**config.mk**
```make
export PLATFORM = sky130hd
export DESIGN_NAME = reg_read_port_flat
export DESIGN_NICKNAME = d
export VERILOG_FILES = /design/src/rtl/reg_read_port_pkg.sv /design/src/rtl/reg_read_port_if.sv /design/src/rtl/reg_read_port_onehot_mux8.sv /design/src/rtl/reg_read_port.sv /design/src/flat_wrapper.sv
export SDC_FILE = /design/constraint.sdc
export NUM_CORES = 1
export LEC_CHECK = 0
export ABC_AREA = 1
export CAP_MARGIN = 20
export CORE_UTILIZATION = 35
export DETAILED_ROUTE_END_ITERATION = 16
export PLACE_DENSITY = 0.82
export RECOVER_POWER = 25
export SYNTH_ARGS = -nofsm -noshare
export SYNTH_HDL_FRONTEND = slang
export SYNTH_HIERARCHICAL = 1
export SYNTH_SLANG_ARGS = --single-unit
```
**constraint.sdc**
```tcl
create_clock -name clk -period 2.5 [get_ports clk]
set_input_delay 0.25 -clock clk [delete_from_list [all_inputs] [get_ports clk]]
set_output_delay 0.25 -clock clk [all_outputs]
set_load 0.03 [all_outputs]
```
**src/rtl/reg_read_port_pkg.sv**
```systemverilog
// Shared widths and FSM state type for the register read port.
package reg_pkg;
  localparam int NUM_REGS = 8;
  localparam int DATA_W   = 16;
  localparam int CNT_W    = 4;

  typedef enum logic [1:0] {
    ST_IDLE  = 2'd0,
    ST_DRIVE = 2'd1,
    ST_DONE  = 2'd2
  } rd_state_e;
endpackage

```
**src/rtl/reg_read_port_if.sv**
```systemverilog
// Request/bus signal bundle between a reader (master) and reg_read_port (slave).
interface reg_read_port_if;
  import reg_pkg::*;

  logic                rd_req;
  logic [NUM_REGS-1:0] rd_sel;
  logic                rd_ready;
  logic [DATA_W-1:0]   bus_out;
  logic                bus_oe;
  logic                rd_done;
  logic                rd_err;

  modport master (output rd_req, rd_sel,
                  input  rd_ready, bus_out, bus_oe, rd_done, rd_err);
  modport slave  (input  rd_req, rd_sel,
                  output rd_ready, bus_out, bus_oe, rd_done, rd_err);
endinterface

```
**src/rtl/reg_read_port_onehot_mux8.sv**
```systemverilog
// 8:1 register select; lowest set bit wins, plus an exactly-one-hot flag.
module onehot_mux8
  import reg_pkg::*;
(
  input  logic [NUM_REGS-1:0] sel_i,
  input  logic [DATA_W-1:0]   regs_i [NUM_REGS],
  output logic [DATA_W-1:0]   data_o,
  output logic                onehot_o
);

  always_comb begin
    data_o = '0;
    // walk downward so the lowest set bit is assigned last
    for (int i = NUM_REGS - 1; i >= 0; i--) begin
      if (sel_i[i]) data_o = regs_i[i];
    end
  end

  assign onehot_o = (sel_i != '0) && ((sel_i & (sel_i - 1'b1)) == '0);

endmodule

```
**src/rtl/reg_read_port.sv**
```systemverilog
// Register read port: captures one of r0..r7 and drives it for HOLD_CYCLES, then pulses rd_done.
// Optional REG_READ_ONEHOT_CHK_EN rejects selects that are not exactly one-hot (rd_err).
module reg_read_port
  import reg_pkg::*;
#(
  parameter int HOLD_CYCLES = 1
) (
  input  logic              clk,
  input  logic              rst_n,
  reg_read_port_if.slave    rd_if,
  input  logic [DATA_W-1:0] r0_i,
  input  logic [DATA_W-1:0] r1_i,
  input  logic [DATA_W-1:0] r2_i,
  input  logic [DATA_W-1:0] r3_i,
  input  logic [DATA_W-1:0] r4_i,
  input  logic [DATA_W-1:0] r5_i,
  input  logic [DATA_W-1:0] r6_i,
  input  logic [DATA_W-1:0] r7_i
);

`ifdef REG_READ_ONEHOT_CHK_EN
  localparam bit CHK_EN = 1'b1;
`else
  localparam bit CHK_EN = 1'b0;
`endif

  localparam logic [CNT_W-1:0] CNT_LOAD = CNT_W'(HOLD_CYCLES - 1);

  rd_state_e          state_q, state_d;
  logic [CNT_W-1:0]   cnt_q, cnt_d;
  logic [DATA_W-1:0]  data_q, data_d;
  logic [DATA_W-1:0]  bus_out_q, bus_out_d;
  logic               bus_oe_q, bus_oe_d;
  logic               rd_ready_q, rd_ready_d;
  logic               rd_done_q, rd_done_d;
  logic               rd_err_q, rd_err_d;

  logic [DATA_W-1:0]  regs [NUM_REGS];
  logic [DATA_W-1:0]  sel_data;
  logic               sel_valid;
  logic               bad_sel;

  assign regs[0] = r0_i;
  assign regs[1] = r1_i;
  assign regs[2] = r2_i;
  assign regs[3] = r3_i;
  assign regs[4] = r4_i;
  assign regs[5] = r5_i;
  assign regs[6] = r6_i;
  assign regs[7] = r7_i;

  onehot_mux8 u_mux (
    .sel_i    (rd_if.rd_sel),
    .regs_i   (regs),
    .data_o   (sel_data),
    .onehot_o (sel_valid)
  );

  assign bad_sel = CHK_EN && !sel_valid;

  always_comb begin
    state_d  = state_q;
    cnt_d    = cnt_q;
    data_d   = data_q;
    rd_err_d = 1'b0;
    case (state_q)
      ST_IDLE: begin
        if (rd_if.rd_req) begin
          if (bad_sel) begin
            state_d  = ST_DONE;
            rd_err_d = 1'b1;
          end else begin
            state_d = ST_DRIVE;
            data_d  = sel_data;
            cnt_d   = CNT_LOAD;
          end
        end
      end
      ST_DRIVE: begin
        if (cnt_q == '0) state_d = ST_DONE;
        else             cnt_d   = cnt_q - 1'b1;
      end
      ST_DONE:  state_d = ST_IDLE;
      default:  state_d = ST_IDLE;
    endcase

    // outputs are registered, so derive them from the next state
    rd_ready_d = (state_d == ST_IDLE);
    bus_oe_d   = (state_d == ST_DRIVE);
    bus_out_d  = (state_d == ST_DRIVE) ? data_d : '0;
    rd_done_d  = (state_d == ST_DONE);
  end

  always_ff @(posedge clk or negedge rst_n) begin
    if (!rst_n) begin
      state_q    <= ST_IDLE;
      cnt_q      <= '0;
      data_q     <= '0;
      bus_out_q  <= '0;
      bus_oe_q   <= 1'b0;
      rd_ready_q <= 1'b1;
      rd_done_q  <= 1'b0;
      rd_err_q   <= 1'b0;
    end else begin
      state_q    <= state_d;
      cnt_q      <= cnt_d;
      data_q     <= data_d;
      bus_out_q  <= bus_out_d;
      bus_oe_q   <= bus_oe_d;
      rd_ready_q <= rd_ready_d;
      rd_done_q  <= rd_done_d;
      rd_err_q   <= rd_err_d;
    end
  end

  assign rd_if.rd_ready = rd_ready_q;
  assign rd_if.bus_out  = bus_out_q;
  assign rd_if.bus_oe   = bus_oe_q;
  assign rd_if.rd_done  = rd_done_q;
  assign rd_if.rd_err   = rd_err_q;

endmodule

```
**src/flat_wrapper.sv**
```systemverilog
// flat-port wrapper written by rule: the top's interface ports become plain ports
module reg_read_port_flat import reg_pkg::*;
#(
  parameter int HOLD_CYCLES = 1
)
  (clk, rst_n, r0_i, r1_i, r2_i, r3_i, r4_i, r5_i, r6_i, r7_i, rd_if_rd_req, rd_if_rd_sel, rd_if_rd_ready, rd_if_bus_out, rd_if_bus_oe, rd_if_rd_done, rd_if_rd_err);
  reg_read_port_if rd_if_i ();
  input  logic clk;
  input  logic rst_n;
  input  logic [DATA_W-1:0] r0_i;
  input  logic [DATA_W-1:0] r1_i;
  input  logic [DATA_W-1:0] r2_i;
  input  logic [DATA_W-1:0] r3_i;
  input  logic [DATA_W-1:0] r4_i;
  input  logic [DATA_W-1:0] r5_i;
  input  logic [DATA_W-1:0] r6_i;
  input  logic [DATA_W-1:0] r7_i;
  input wire logic [$bits(rd_if_i.rd_req)-1:0] rd_if_rd_req;
  input wire logic [$bits(rd_if_i.rd_sel)-1:0] rd_if_rd_sel;
  output wire logic [$bits(rd_if_i.rd_ready)-1:0] rd_if_rd_ready;
  output wire logic [$bits(rd_if_i.bus_out)-1:0] rd_if_bus_out;
  output wire logic [$bits(rd_if_i.bus_oe)-1:0] rd_if_bus_oe;
  output wire logic [$bits(rd_if_i.rd_done)-1:0] rd_if_rd_done;
  output wire logic [$bits(rd_if_i.rd_err)-1:0] rd_if_rd_err;
  assign rd_if_i.rd_req = rd_if_rd_req;
  assign rd_if_i.rd_sel = rd_if_rd_sel;
  assign rd_if_rd_ready = rd_if_i.rd_ready;
  assign rd_if_bus_out = rd_if_i.bus_out;
  assign rd_if_bus_oe = rd_if_i.bus_oe;
  assign rd_if_rd_done = rd_if_i.rd_done;
  assign rd_if_rd_err = rd_if_i.rd_err;
  reg_read_port #(.HOLD_CYCLES(HOLD_CYCLES)) u_core (.clk(clk), .rst_n(rst_n), .rd_if(rd_if_i), .r0_i(r0_i), .r1_i(r1_i), .r2_i(r2_i), .r3_i(r3_i), .r4_i(r4_i), .r5_i(r5_i), .r6_i(r6_i), .r7_i(r7_i));
endmodule
```
==> impl_metrics.json, run 1 <==
{
  "dieArea_um2": 8950,
  "start_util_pct": 36.35,
  "globalRouteOverflowTotal": 0,
  "rr_worst_depth": 5,
  "final_util_pct": 56.21,
  "drv_cap": 0,
  "clkTransAtPathRegs_ps": 80,
  "rsz0062_at_grt": "no",
  "r2r_start": "u_core/state_q[1]",
  "syn_avg_cell_area_um2": 6.916,
  "period_share_pct": 70.51,
  "core_area_um2": 8258,
  "crit_path_cell_trace": "clkdlybuf4s50_1 -> buf_4 -> nand2_1 -> nand2_1 -> a21oi_1 -> nand2_1 -> nand2_1 -> nand2_1 -> o21ai_2 -> nor2_2",
  "cts.sinks": 41,
  "cp_top_family": "buffers and inverters",
  "htree_levels": 2,
  "worstHoldPathType": "in -> async",
  "r2r_slack_ps": 980,
  "crit_cells": 10,
  "dr.pass1.iters": 5,
  "finalPower_mw": 3.529,
  "crit_end": "u_core/rd_if.bus_out[6]",
  "cts_tree": "done",
  "antenna_found_initial": 0,
  "grtUsageTotal_pct": 20.46,
  "slew_violations": 0,
  "cts-buffers-inserted": 5,
  "antenna_cells": 0,
  "hpwl_um": 7153,
  "die_y_um": 94.61,
  "max_stage_delay_ps": 670,
  "drive_gt1_share_pct": 11.74,
  "final.setup_skew_ps": 8.730,
  "layout_common_cells": "clkdlybuf4s50_1, nand2_1, nor2_1",
  "vias": 3249,
  "wl_per_cell_um": 13.23,
  "cp-end-kind": "flop",
  "leakage_nw": 2.160,
  "cp_max_fo": 12,
  "outcome": "completed",
  "gp_congestion": 0.8663,
  "root_buffer": "clkbuf_8",
  "die_w_um": 94.61,
  "clock.fmax_mhz": 567.3,
  "crit_slowest_cell": "clkdlybuf4s50_1",
  "cp.arrival_ps": 1950,
  "via_per_inst": 4.750,
  "timing_worst_setup_path_type": "in -> reg",
  "fillerInstances": 790,
  "layout_commonest_cell": "clkdlybuf4s50_1",
  "grt_max_degree": 42,
  "synth_warnings": 6,
  "cts_setup_buffers": 0,
  "grt_pass1_wl_um": 14020,
  "cp_num_buf_inv": 2,
  "final_hold_viol_count": 0,
  "crit_required_ps": 2690,
  "final.setup.tns_ps": 0,
  "crit_start": "rd_if_rd_sel[3]",
  "portBuffers": 157,
  "clk_path_buf_depth": 2,
  "r2r_end": "u_core/rd_if.bus_out[1]",
  "power_density_nw_per_um2": 760.1,
  "cp_common_cell": "nand2_1",
  "hold_buffers": 0,
  "synth_nets": 574,
  "drcViolationCount": 0,
  "layout_setup_ws_ps": 737.2,
  "tightest_slew_ps": 874.1,
  "grt_pass1_vias": 3137,
  "syn_to_final_growth_pct": 54.65,
  "pre_cts_slack_ps": 413.9,
  "ios": 159,
  "first_iter_violations": 114,
  "peakVddDrop_uv": 340.2,
  "final_antenna_net_count": 0,
  "nets": 718,
  "ctsResizeCount": 0,
  "synth_area_um2": 3002,
  "slew_headroom_pct": 41.72,
  "period_needed_ps": 1763,
  "clock_latency_ps": 300,
  "hold-worst-slack_ps": 53.09,
  "setup_viol": 0,
  "finalWirelength_um": 9046,
  "cp-start-kind": "primary input",
  "num_rows": 33,
  "synth_cells": 434
}
-- registers in the layout, indices dropped and copies added, names as in the netlist --
name	cells
u_core/rd_if.bus_oe	1
u_core/state_q	2
u_core/cnt_q	4
u_core/rd_if.rd_done	1
u_core/data_q	16
u_core/rd_if.bus_out	16
u_core/rd_if.rd_ready	1
-- how the worst min path moves through the flow --
stage	from	to	slack [ps]	depth (start not counted)
final	rst_n	u_core/rd_if.rd_done	50	1
after global routing	rst_n	u_core/cnt_q[2]	140	1
after CTS	rst_n	u_core/cnt_q[0]	100	1
after detailed placement	rst_n	u_core/cnt_q[0]	430	1
after global placement	rst_n	u_core/cnt_q[0]	420	1
after floorplan	rst_n	u_core/cnt_q[0]	-50	0
-- per-stage QoR --
step	cell area [um^2]	cells
2_1_floorplan	3002	434
3_3_place_gp	4522	676
3_5_place_dp	4522	676
4_1_cts	4642	684
5_1_grt	4642	684
6_report	4642	684
-- report_power, final --
group / internal [mW] / total, mW / switching [mW] / leakage [nW]
registers: 0.971 / 1.07 / 0.0968 / 0.497
clock network: 0.325 / 0.559 / 0.235 / 0.0574
logic: 0.774 / 1.90 / 1.13 / 1.61
-- cell type report --
cell class	count	area (um^2)	share of cell area, %
timing repair buffer	161	1597	34.39
multi-input combinational	320	1563	33.67
sequential	41	1027	22.13
inverter	49	203.9	4.394
tap	105	131.4	2.830
clock buffer	6	82.58	1.779
clock inverter	2	37.54	0.8086
-- metal layers --
metal | vias to the layer above | wire [um] | track usage [%]
met5 | - | 0 | 0
met4 | 0 | 199 | 6.818
met3 | 19 | 576 | 3.704
met2 | 141 | 4633 | 38.55
met1 | 1456 | 3635 | 22.91
li1 | 1633 | - | -
Power figures use the tool's default switching activity.
==> run 2: changes to the inputs <==
--- a/config.mk
+++ b/config.mk
@@ -9,7 +9,7 @@
 export CAP_MARGIN = 20
 export CORE_UTILIZATION = 35
 export DETAILED_ROUTE_END_ITERATION = 16
-export PLACE_DENSITY = 0.82
+export PLACE_DENSITY = 0.85
 export RECOVER_POWER = 25
 export SYNTH_ARGS = -nofsm -noshare
 export SYNTH_HDL_FRONTEND = slang
==> constraint.sdc (replaced) <==
create_clock -name clk -period 1.45 [get_ports clk]
set_input_delay 0.145 -clock clk [delete_from_list [all_inputs] [get_ports clk]]
set_output_delay 0.145 -clock clk [all_outputs]
set_load 0.03 [all_outputs]
==> run 2 against run 1 <==
Against the previous run:
- core utilization increased by 2.6 points
- sequential power rose by 72%
- combinational power grew 77%
- routed wire length increased by 2.6%
- clock power rose by 65%
- worst hold slack better by 470 ps
- critical path depth is 2 lower
- final area up 4.7%
- via count is 2.2% higher
- sequential share of layout area is 0.99 points lower
- power up 74%
- critical path type is now reg -> reg
==> impl_metrics.json, run 2 (synthesized netlist as in run 1, its figures left out) <==
{
  "outcome": "completed",
  "period_share_pct": 93.59,
  "layout_common_cells": "nand2_1, clkdlybuf4s50_1, nor2_1",
  "max_stage_delay_ps": 380,
  "antenna_cells": 0,
  "ios": 159,
  "cts-buffers-inserted": 5,
  "root_buffer": "clkbuf_8",
  "crit_slowest_cell": "dfrtp_1",
  "slew_headroom_pct": 41.25,
  "r2r_start": "u_core/cnt_q[0]",
  "rr_worst_depth": 8,
  "whs_endpoint": "u_core/data_q[5]",
  "first_iter_violations": 126,
  "layout_setup_ws_ps": 92.97,
  "crit_path_cell_trace": "inv_2 -> ha_2 -> nand3_2 -> nand2_4 -> nand2_8 -> inv_8 -> nand2_1 -> nand2_1",
  "core_area_um2": 8258,
  "grtUsageTotal_pct": 21.17,
  "grt_max_degree": 42,
  "worstHoldPathType": "in -> reg",
  "leakage_nw": 2.476,
  "wl_per_cell_um": 13.26,
  "antenna_found_initial": 0,
  "r2r_end": "u_core/cnt_q[3]",
  "period_needed_ps": 1357,
  "cts.sinks": 41,
  "cp_common_cell": "nand2_1",
  "place_inst": 689,
  "htree_levels": 2,
  "drive_gt1_share_pct": 14.12,
  "finalWirelength_um": 9285,
  "syn_to_final_growth_pct": 61.90,
  "stdcell_count": 700,
  "drcViolationCount": 0,
  "num_rows": 33,
  "clock.fmax_mhz": 736.9,
  "final_hold_viol_count": 0,
  "layout_commonest_cell": "nand2_1",
  "cp.arrival_ps": 1580,
  "tightest_slew_ps": 881.2,
  "die_y_um": 94.61,
  "cp-end-kind": "flop",
  "cp-start-kind": "flop",
  "gp_congestion": 0.9482,
  "pre_cts_slack_ps": -255.1,
  "cts_tree": "done",
  "timing_worst_setup_path_type": "reg -> reg",
  "start_util_pct": 36.35,
  "slew_violations": 0,
  "clk_path_buf_depth": 2,
  "grt_pass1_vias": 3381,
  "cp_max_fo": 17,
  "grt_pass1_wl_um": 14660,
  "globalRouteOverflowTotal": 0,
  "hpwl_um": 7549,
  "peakVddDrop_uv": 575.0,
  "vias": 3319,
  "die_w_um": 94.61,
  "final.setup_skew_ps": 1.403,
  "worstHoldPathCells": 9,
  "drv_cap": 0,
  "portBuffers": 157,
  "setup_viol": 0,
  "nets": 734,
  "dr.pass1.iters": 4,
  "power_density_nw_per_um2": 1263,
  "clock_latency_ps": 280,
  "crit_required_ps": 1670,
  "clkTransAtPathRegs_ps": 70,
  "via_per_inst": 4.741,
  "dieArea_um2": 8950,
  "fillerInstances": 770,
  "r2r_slack_ps": 90,
  "min_from": "rd_if_rd_sel[5]",
  "final_antenna_net_count": 0
}
## run 2: cell types whose count changed in the layout (fill, tap and decap cells not counted), moves of 4 or more
cell | previous run | this run
buf_4 | 4 | 13
buf_12 | 0 | 4
clkdlybuf4s50_1 | 156 | 134
dlygate4sd2_1 | 0 | 7
dlymetal6s2s_1 | 0 | 15
## run 2: through the flow
step	util, %	setup TNS, ps	hold slack, ps	total power, mW	instance area, um^2
after floorplan	-	0	-150.6	4.099	3002
after global placement	56.55	-5678	232.5	5.188	4669
after detailed placement	56.55	-6530	236.1	5.323	4669
after CTS	58.00	0	464.9	6.224	4790
after global routing	58.85	-27.31	565.5	6.628	4860
final	58.85	0	526.1	6.139	4860
## run 2: cell type report
type                            count  area [um^2]  share of cell area, %
Clock buffer                        7        86.33                  1.777
Clock inverter                      1        30.03                 0.6179
Inverter                           49        206.4                  4.248
Multi-Input combinational cell    320         1565                  32.21
Sequential cell                    41         1027                  21.14
Tap cell                          105        131.4                  2.703
Timing Repair Buffer              177         1813                  37.31
## run 2: worst max-delay path by stage
stage,start,end,slack [ps],depth (start not counted)
after floorplan,u_core/cnt_q[0],u_core/rd_if.bus_out[10],140,8
after global placement,rd_if_rd_sel[3],u_core/data_q[11],-230,11
after detailed placement,rd_if_rd_sel[3],u_core/data_q[12],-260,11
after CTS,u_core/rd_if.bus_out[6],rd_if_bus_out[6],6,1
after global routing,u_core/cnt_q[0],u_core/cnt_q[3],-10,8
final,u_core/cnt_q[0],u_core/cnt_q[3],90,8
## run 2: repair_timing
action / in CTS / in global routing
setup endpoints to repair: 8 / 37
endpoints found under the hold margin: 40 / 0
gates resized for setup: 8 / 17
pin swaps: 0 / 1
hold buffers: 1 / 0
cloned: 0 / 1
buffers inserted: 0 / 1
## run 2: worst max-delay path, delay by kind of cell (launching register included)
kind                     cells  cell delay, ps
flip-flops                   1             380
AND/OR/NAND/NOR              5             480
adder cells (fa/ha/maj)      1             210
buffers and inverters        2             230
## run 2: per-layer routing
layer  track usage, %  part of all wire [%]  wire length (um)
met3            3.462                   6.5               602
met4            7.197                   2.2               201
met2            40.47                    52              4798
met1            23.39                    40              3683
met5                0                     0                 0
## run 2: where the power goes
group          switching, mW  internal, mW  leakage (nW)  total [mW]
clock network          0.360         0.561        0.0585       0.921
logic                   1.99          1.39          1.92        3.37
registers              0.169          1.67         0.497        1.84
